--- config.mk ---
export PLATFORM = sky130hd
export DESIGN_NAME = fetch_flat
export DESIGN_NICKNAME = d
export VERILOG_FILES = /design/src/rtl/fetch_if.sv /design/src/rtl/fetch.sv /design/src/flat_wrapper.sv
export SDC_FILE = /design/constraint.sdc
export NUM_CORES = 1
export LEC_CHECK = 0
export ABC_AREA = 1
export BUFFER_PORTS_ARGS = -buffer_cell sky130_fd_sc_hd__buf_4
export CAP_MARGIN = 0
export CORE_MARGIN = 3
export CORE_UTILIZATION = 50
export CTS_CLUSTER_SIZE = 14
export DETAILED_ROUTE_END_ITERATION = 8
export PLACE_DENSITY = 0.77
export SYNTH_ARGS = -nofsm -noshare
export SYNTH_HDL_FRONTEND = slang
export SYNTH_SLANG_ARGS = --single-unit
--- constraint.sdc ---
create_clock -name clk -period 30.5 [get_ports clk]
set_input_delay 3.05 -clock clk [delete_from_list [all_inputs] [get_ports clk]]
set_output_delay 3.05 -clock clk [all_outputs]
set_load 0.01 [all_outputs]
--- src/rtl/fetch_if.sv ---
`default_nettype none
// ============================================================================
// Interface : fetch_if
// Instruction-memory request/response bus between fetch (master) and imem.
// Revision  : 1.0
// ============================================================================
interface fetch_if;
    logic        rden;
    logic [31:0] addr;
    logic        ready;
    logic        valid;
    logic [31:0] data;

    modport master (
        output rden,
        output addr,
        input  ready,
        input  valid,
        input  data
    );

    modport slave (
        input  rden,
        input  addr,
        output ready,
        output valid,
        output data
    );
endinterface
`default_nettype wire

--- src/rtl/fetch.sv ---
`default_nettype none
// ============================================================================
// Module   : fetch
// In-order instruction fetch with credit-limited issue, DEPTH-entry buffer and
// flush-time dropping of in-flight responses. Optional FETCH_JAL_PRED_EN macro
// redirects fetch on a buffered JAL.
// Revision : 1.0
// ============================================================================
module fetch #(
    parameter logic [31:0] RESET_VECTOR = 32'h0000_0000,
    parameter int          DEPTH        = 4
) (
    input  wire logic        clk,
    input  wire logic        rst,
    input  wire logic        flush_i,
    input  wire logic [31:0] new_pc_i,
    input  wire logic        stall_i,
    output logic             mem_wait_o,
    output logic [31:0]      inst_pc_o,
    output logic [31:0]      inst_data_o,
    fetch_if.master          imem
);
    localparam int PW = $clog2(DEPTH);
    localparam int CW = PW + 1;
    localparam logic [CW:0] CREDITS = (CW+1)'(DEPTH);

    logic [31:0]   pc_q;
    logic [31:0]   resp_pc_q;
    logic [CW-1:0] outstanding_q;
    logic [CW-1:0] outstanding_d;
    logic [CW-1:0] drop_q;
    logic [CW-1:0] count_q;
    logic [PW-1:0] rd_ptr_q;
    logic [PW-1:0] wr_ptr_q;
    logic [31:0]   pc_mem_q   [DEPTH];
    logic [31:0]   data_mem_q [DEPTH];

    logic [CW:0]   w_credit_used;
    logic          w_accept;
    logic          w_drop;
    logic          w_push;
    logic          w_pop;
    logic          w_jal;
    logic [31:0]   w_jal_target;
    logic [31:0]   w_new_pc;

    // Requests in flight plus buffered words can never exceed the buffer size.
    assign w_credit_used = {1'b0, outstanding_q} + {1'b0, count_q};
    assign imem.rden     = !rst && !flush_i && (w_credit_used < CREDITS);
    assign imem.addr     = pc_q;

    assign w_accept      = imem.rden && imem.ready;
    assign w_drop        = imem.valid && (drop_q != '0);
    assign w_push        = imem.valid && (drop_q == '0) && !flush_i;
    assign w_pop         = (count_q != '0) && !stall_i;
    assign outstanding_d = outstanding_q + {{PW{1'b0}}, w_accept} - {{PW{1'b0}}, imem.valid};
    assign w_new_pc      = new_pc_i & ~32'h3;

`ifdef FETCH_JAL_PRED_EN
    assign w_jal        = w_push && (imem.data[6:0] == 7'b1101111);
    assign w_jal_target = resp_pc_q + {{11{imem.data[31]}}, imem.data[31], imem.data[19:12],
                                       imem.data[20], imem.data[30:21], 1'b0};
`else
    assign w_jal        = 1'b0;
    assign w_jal_target = resp_pc_q;
`endif

    assign mem_wait_o  = (count_q == '0);
    assign inst_pc_o   = mem_wait_o ? 32'h0 : pc_mem_q[rd_ptr_q];
    assign inst_data_o = mem_wait_o ? 32'h0 : data_mem_q[rd_ptr_q];

    always_ff @(posedge clk or posedge rst) begin
        if (rst) begin
            pc_q          <= RESET_VECTOR;
            resp_pc_q     <= RESET_VECTOR;
            outstanding_q <= '0;
            drop_q        <= '0;
            count_q       <= '0;
            rd_ptr_q      <= '0;
            wr_ptr_q      <= '0;
            for (int i = 0; i < DEPTH; i++) begin
                pc_mem_q[i]   <= '0;
                data_mem_q[i] <= '0;
            end
        end else if (flush_i) begin
            // Everything still in flight (including a response landing now) is discarded.
            pc_q          <= w_new_pc;
            resp_pc_q     <= w_new_pc;
            outstanding_q <= outstanding_d;
            drop_q        <= outstanding_d;
            count_q       <= '0;
            rd_ptr_q      <= '0;
            wr_ptr_q      <= '0;
        end else begin
            outstanding_q <= outstanding_d;
            count_q       <= count_q + {{PW{1'b0}}, w_push} - {{PW{1'b0}}, w_pop};
            if (w_accept)
                pc_q <= pc_q + 32'd4;
            if (w_drop)
                drop_q <= drop_q - {{PW{1'b0}}, 1'b1};
            if (w_push) begin
                pc_mem_q[wr_ptr_q]   <= resp_pc_q;
                data_mem_q[wr_ptr_q] <= imem.data;
                wr_ptr_q             <= wr_ptr_q + PW'(1);
                resp_pc_q            <= resp_pc_q + 32'd4;
            end
            if (w_pop)
                rd_ptr_q <= rd_ptr_q + PW'(1);
            if (w_jal) begin
                pc_q      <= w_jal_target;
                resp_pc_q <= w_jal_target;
                drop_q    <= outstanding_d;
            end
        end
    end
endmodule
`default_nettype wire

--- src/flat_wrapper.sv ---
// flat-port wrapper written by rule: the top's interface ports become plain ports
module fetch_flat 
#(
    parameter logic [31:0] RESET_VECTOR = 32'h0000_0000,
    parameter int          DEPTH        = 4
)
  (clk, rst, flush_i, new_pc_i, stall_i, mem_wait_o, inst_pc_o, inst_data_o, imem_rden, imem_addr, imem_ready, imem_valid, imem_data);
  fetch_if imem_i ();
  input  wire logic clk;
  input  wire logic rst;
  input  wire logic flush_i;
  input  wire logic [31:0] new_pc_i;
  input  wire logic stall_i;
  output logic mem_wait_o;
  output logic [31:0] inst_pc_o;
  output logic [31:0] inst_data_o;
  output wire logic [$bits(imem_i.rden)-1:0] imem_rden;
  output wire logic [$bits(imem_i.addr)-1:0] imem_addr;
  input wire logic [$bits(imem_i.ready)-1:0] imem_ready;
  input wire logic [$bits(imem_i.valid)-1:0] imem_valid;
  input wire logic [$bits(imem_i.data)-1:0] imem_data;
  assign imem_rden = imem_i.rden;
  assign imem_addr = imem_i.addr;
  assign imem_i.ready = imem_ready;
  assign imem_i.valid = imem_valid;
  assign imem_i.data = imem_data;
  fetch #(.RESET_VECTOR(RESET_VECTOR), .DEPTH(DEPTH)) u_core (.clk(clk), .rst(rst), .flush_i(flush_i), .new_pc_i(new_pc_i), .stall_i(stall_i), .mem_wait_o(mem_wait_o), .inst_pc_o(inst_pc_o), .inst_data_o(inst_data_o), .imem(imem_i));
endmodule
## Yosys cells after proc, flatten, opt, wreduce, memory -nomap -nowiden

Index checks and enable logic that the tools add are counted.

- Order comparisons: 4
- Muxes and demuxes: 23
- $add $sub $neg: 10
- Reduce and logical (&&, ||, !) cells: 20
- Bitwise logic cells: 3

Operators with widths:

| cell | number |
|---|---|
| 2-to-1 mux 32 bit | 11 |
| bitwise mux 128 bit | 2 |
| binary-select mux 32 bit (select 2 bit) | 2 |
| adder 32 x 3 -> 32 bit, second input constant | 2 |
| demux 32 bit (select 2 bit) | 1 |
| 2-to-1 mux 3 bit | 3 |
| logical AND 1 bit | 8 |
| 2-to-1 mux 2 bit | 4 |
| nonzero test 2 bit | 4 |
| adder 3 x 1 -> 3 bit | 2 |
| greater-or-equal comparator 3 bit, second input constant | 2 |
| logical NOT 3 bit | 2 |
| inverter 2 -> 3 bit | 2 |
| nonzero test 3 bit | 2 |
| subtractor 3 x 1 -> 3 bit | 2 |
| adder 2 x 1 -> 2 bit, second input constant | 2 |
| adder 3 x 3 -> 4 bit | 1 |
| less-than comparator 4 x 3 -> 1 bit, second input constant | 1 |
| logical NOT 1 bit | 3 |
| less-than comparator 3 x 1 -> 1 bit, second input constant | 1 |
| subtractor 3 x 1 -> 3 bit, second input constant | 1 |
| AND reduction 2 bit | 1 |
| inverter 1 bit | 1 |

- Output and inout port bits: 98
- Bits in registers: 333
- Input bits: 70

## Longest topological paths before layout

- Depth after elaboration: 7
- Mapped depth: 12

## Worst setup path before layout

OpenSTA, ideal clock, no wires.

- Kind: input port to output port
- From: input port rst
- To: output port imem_rden
- Path slack: 17.292 ns
- Data required time: 27.450 ns
- Arrival: 10.158 ns
- Cell stages on the path: 3
- Path through: inv_1 nand3b_4 nor2_4

- Cells in the longest elaborated chain, start to end: 3

RTL lines:

| element | line | text |
|---|---|---|
| start, declared | flat_wrapper.sv:10 | `input wire logic rst;` |
| logical NOT 1 bit | fetch.sv:49 | `assign imem.rden = !rst && !flush_i && (w_credit_used < CREDITS);` |
| logical AND 1 bit (2 in a row) | fetch.sv:49 |  |
| end, declared | flat_wrapper.sv:17 | `output wire logic [$bits(imem_i.rden)-1:0] imem_rden;` |

No other way between the ends.

## Worst setup path after layout

Same ends and word-level chain as after synthesis.

==> results.txt <==
ys flop type -> dfrtp_1
CTS Root Cell -> clkbuf_16
placed cells -> 2500
main combinational cell family by area after synthesis -> simple AND/OR/NAND/NOR gates
Max Cap Viol -> 0
Top delay family on crit path -> buffers and inverters
Crit Path Class -> primary input to primary output
P_leak -> 8.801 nW
post-synthesis simple-gate area fraction -> 22.56%
Compound-Gate Fraction of Synth Area -> 17.09%
final cell count without fillers -> 2558
initial antenna violation count -> 0
r2r setup slk -> 27.75 ns
Post-synth EDFFs -> 0
Max Slew Vio Count -> 0
Final #Nets -> 2228
gp weighted congestion -> 0.9558
DRT iter0 DRCs -> 1208
Critical Path RT -> 27.45 ns
Initial Utilization -> 51.40%
min cycle time layout -> 7.151 ns
post-layout util -> 59.14%
pre-CTS worst setup slack -> 23.24 ns
Remaining DRCs -> 0
Crit-path slowest cell -> inv_8
share of cells above drive strength 1 -> 12.21%
data arrival time of the worst path -> 4.10 ns
vias in the first global route -> 13630
syn avg cell area -> 7.809 um^2
first-pass GRT wire length -> 69200 um
final hold viol count -> 0
NetSw -> 0.5550 mW
clock latency on the worst-skew pair -> 0.52 ns
WP buf/inv -> 3
post-synthesis cell count -> 2045
XOR/XNOR share of the synthesized area -> 1.371%
Via-to-Cell Ratio -> 5.523
Setup crit start kind -> primary input
share of flip-flops with an asynchronous set or reset -> 100.0%
slowest stage delay, CP -> 0.48 ns
critical-path cell list -> buf_4, inv_8, nand3b_4, nor2_4, buf_4
TritonCTS Buffers -> 36
PD cells -> 83.79 nW/um^2
Worst Slack Setup Final -> 23.35 ns
combinational share of power -> 33.7%
post-synthesis mux area share -> 0%
FMAX -> 139.8 MHz
adder-cell share of the synthesized area -> 1.348%
Die ar. -> 34120 um^2
status -> finished clean
# hold bufs at CTS -> 0
# rows -> 64
synthesized cell area -> 15970 um^2
height of the die -> 184.7 um
Slew @ Worst Pin -> 1.227 ns
Reg clk slew, reported paths -> 0.05 ns
I/O pins -> 168
PortBufs -> 161
Via Count -> 14130
Setup TNS Final -> 0 ns
clock skew after layout -> 0.01528 ns
Slew headroom -> 18.20%
Yosys cell types -> 45
number of antenna-violating nets in the routed design -> 0
final WL -> 42270 um
sequential share of power -> 38.2%
post-CTS setup buffers -> 0
Synth-to-Final Area Change -> 15.05%
dpl hpwl -> 25680 um
most common cell after layout, fill and taps aside -> nand2_1
synthesis warning total -> 0
cts repair resizes -> 0
core area -> 31070 um^2
die width -> 184.7 um
Switching Share -> 36.05%
Max clock buf depth -> 3
Antenna Cells -> 0
Worst Hold Class -> register to register
first drt pass iteration count -> 7
Final period util -> 23.45%
H-tree depth -> 2
most frequent cells in the layout -> nand2_1, o21ai_0, nor2_1, dfrtp_1, buf_4
post-synthesis sequential area ratio -> 50.30%
largest net degree at the start of global routing -> 125
CTS tree -> done
worst-path fanout max -> 112
Remaining Overflow, GRT -> 0
DR WL/cell -> 16.52 um
Worst VDD drop -> 0.00004170 V
synthesized flop and latch total -> 321
Total GRT Usage -> 24.88%
CP Capture Type -> primary output
final setup violation count -> 0
RSZ-0062 raised after global routing -> no
Int Pwr -> 0.9846 mW
clock sinks -> 321
most frequent CP cell -> buf_4
clock power share -> 28.1%
-- logic make-up after synthesis --
kind of cell               Yosys count
DFF                                321
other                                1
xor gates and xnor gates            25
buffers and inverters              267
adders and majority gates           16
and+or+nand+nor                    890
AOI/OAI and AO/OA                  525
-- flip-flops by register name (all words and copies together), names as in the netlist --
name                  flops
u_core.wr_ptr_q           2
u_core.imem.addr         30
u_core.count_q            3
u_core.drop_q             3
u_core.rd_ptr_q           2
u_core.resp_pc_q         30
u_core.data_mem_q       128
u_core.pc_mem_q         120
u_core.outstanding_q      3
-- metal layers --
| metal | GRT usage, % | share of wire [%] | up-vias |
|---|---|---|---|
| met2 | 40.43 | 46 | 536 |
| met1 | 34.75 | 44 | 6750 |
| met5 | 0 | 0 | - |
| met3 | 4.144 | 7.5 | 62 |
| li1 | - | - | 6780 |
| met4 | 7.113 | 2.2 | 0 |
-- power by group through the flow --
stage / logic (mW) / registers (mW) / clock network, mW
3_5_place_dp: 0.519 / 0.592 / 0
4_1_cts: 0.523 / 0.586 / 0.441
2_1_floorplan: 0.332 / 0.575 / 0
6_report: 0.520 / 0.587 / 0.433
3_3_place_gp: 0.505 / 0.587 / 0
5_1_grt: 0.590 / 0.599 / 0.458
-- area by class of cell --
type	instances	area [um^2]
fillers	2811	12700
well taps	396	495.5
clock buffers	47	1003
repair buffers	173	1299
multi-input cells	1460	6797
clock inverters	11	163.9
inverters	150	578.1
flip-flops and latches	321	8038
-- per-stage QoR --
step / hold WS [ns] / instance area (um^2) / total power, mW
floorplan: 0.4478 / 15980 / 0.9072
global placement: 0.4596 / 17210 / 1.092
detailed placement: 0.4678 / 17210 / 1.110
CTS: 0.4819 / 18370 / 1.549
global route: 0.4993 / 18370 / 1.647
finish: 0.4778 / 18370 / 1.540
-- cells in the mapped netlist, types with 2 or more instances --
cell type  number  area [um^2]
nor3_1          7        35.03
nand2_4         2        22.52
inv_2           5        18.77
inv_1         143        536.8
nor3_2          2        20.02
o221ai_1        4        35.03
nor2_2          9        56.30
xor2_1         24        210.2
ha_1           14        175.2
buf_6          10        112.6
dfrtp_1       321         8033
buf_4           9        67.56
nor2_4          3        33.78
a21oi_1        76        380.4
a31oi_1         3        18.77
o21bai_1        3        22.52
nor2_1        319         1197
and2_1          2        12.51
o21bai_2        2        22.52
buf_2          36        180.2
nand2_1       467         1753
o211ai_1       20        150.1
nand2_2         6        37.54
clkbuf_2        3        15.01
nand3_1        58        290.3
nand4_1         9        56.30
o21ai_1        24        120.1
buf_1           3        11.26
fa_1            2        40.04
o21ai_0       389         1947
clkbuf_1       56        210.2
-- path summary, 6_finish.rpt --
path / startpoint / end / depth (start not counted)
worst max-delay path: rst / imem_rden / 5
worst min-delay path: u_core.pc_mem_q[82] / u_core.pc_mem_q[82] / 2
worst max register to register: u_core.count_q[1] / u_core.count_q[2] / 12
worst min register to register: u_core.pc_mem_q[82] / u_core.pc_mem_q[82] / 2
max in group asynchronous: rst / u_core.rd_ptr_q[0] / 3
min in group asynchronous: rst / u_core.pc_mem_q[102] / 2
-- worst reg2reg max path, stage by stage, from the launching register on --
cell     delay (ns)
dfrtp_1        0.44
nor2_1         0.13
nand2_1        0.06
inv_2          0.04
buf_4          0.65
nor2_1         0.18
ha_1           0.32
inv_1          0.05
ha_1           0.13
inv_1          0.05
fa_1           0.37
o21ai_0        0.16
a21oi_1        0.06
Power figures use the tool's default switching activity.
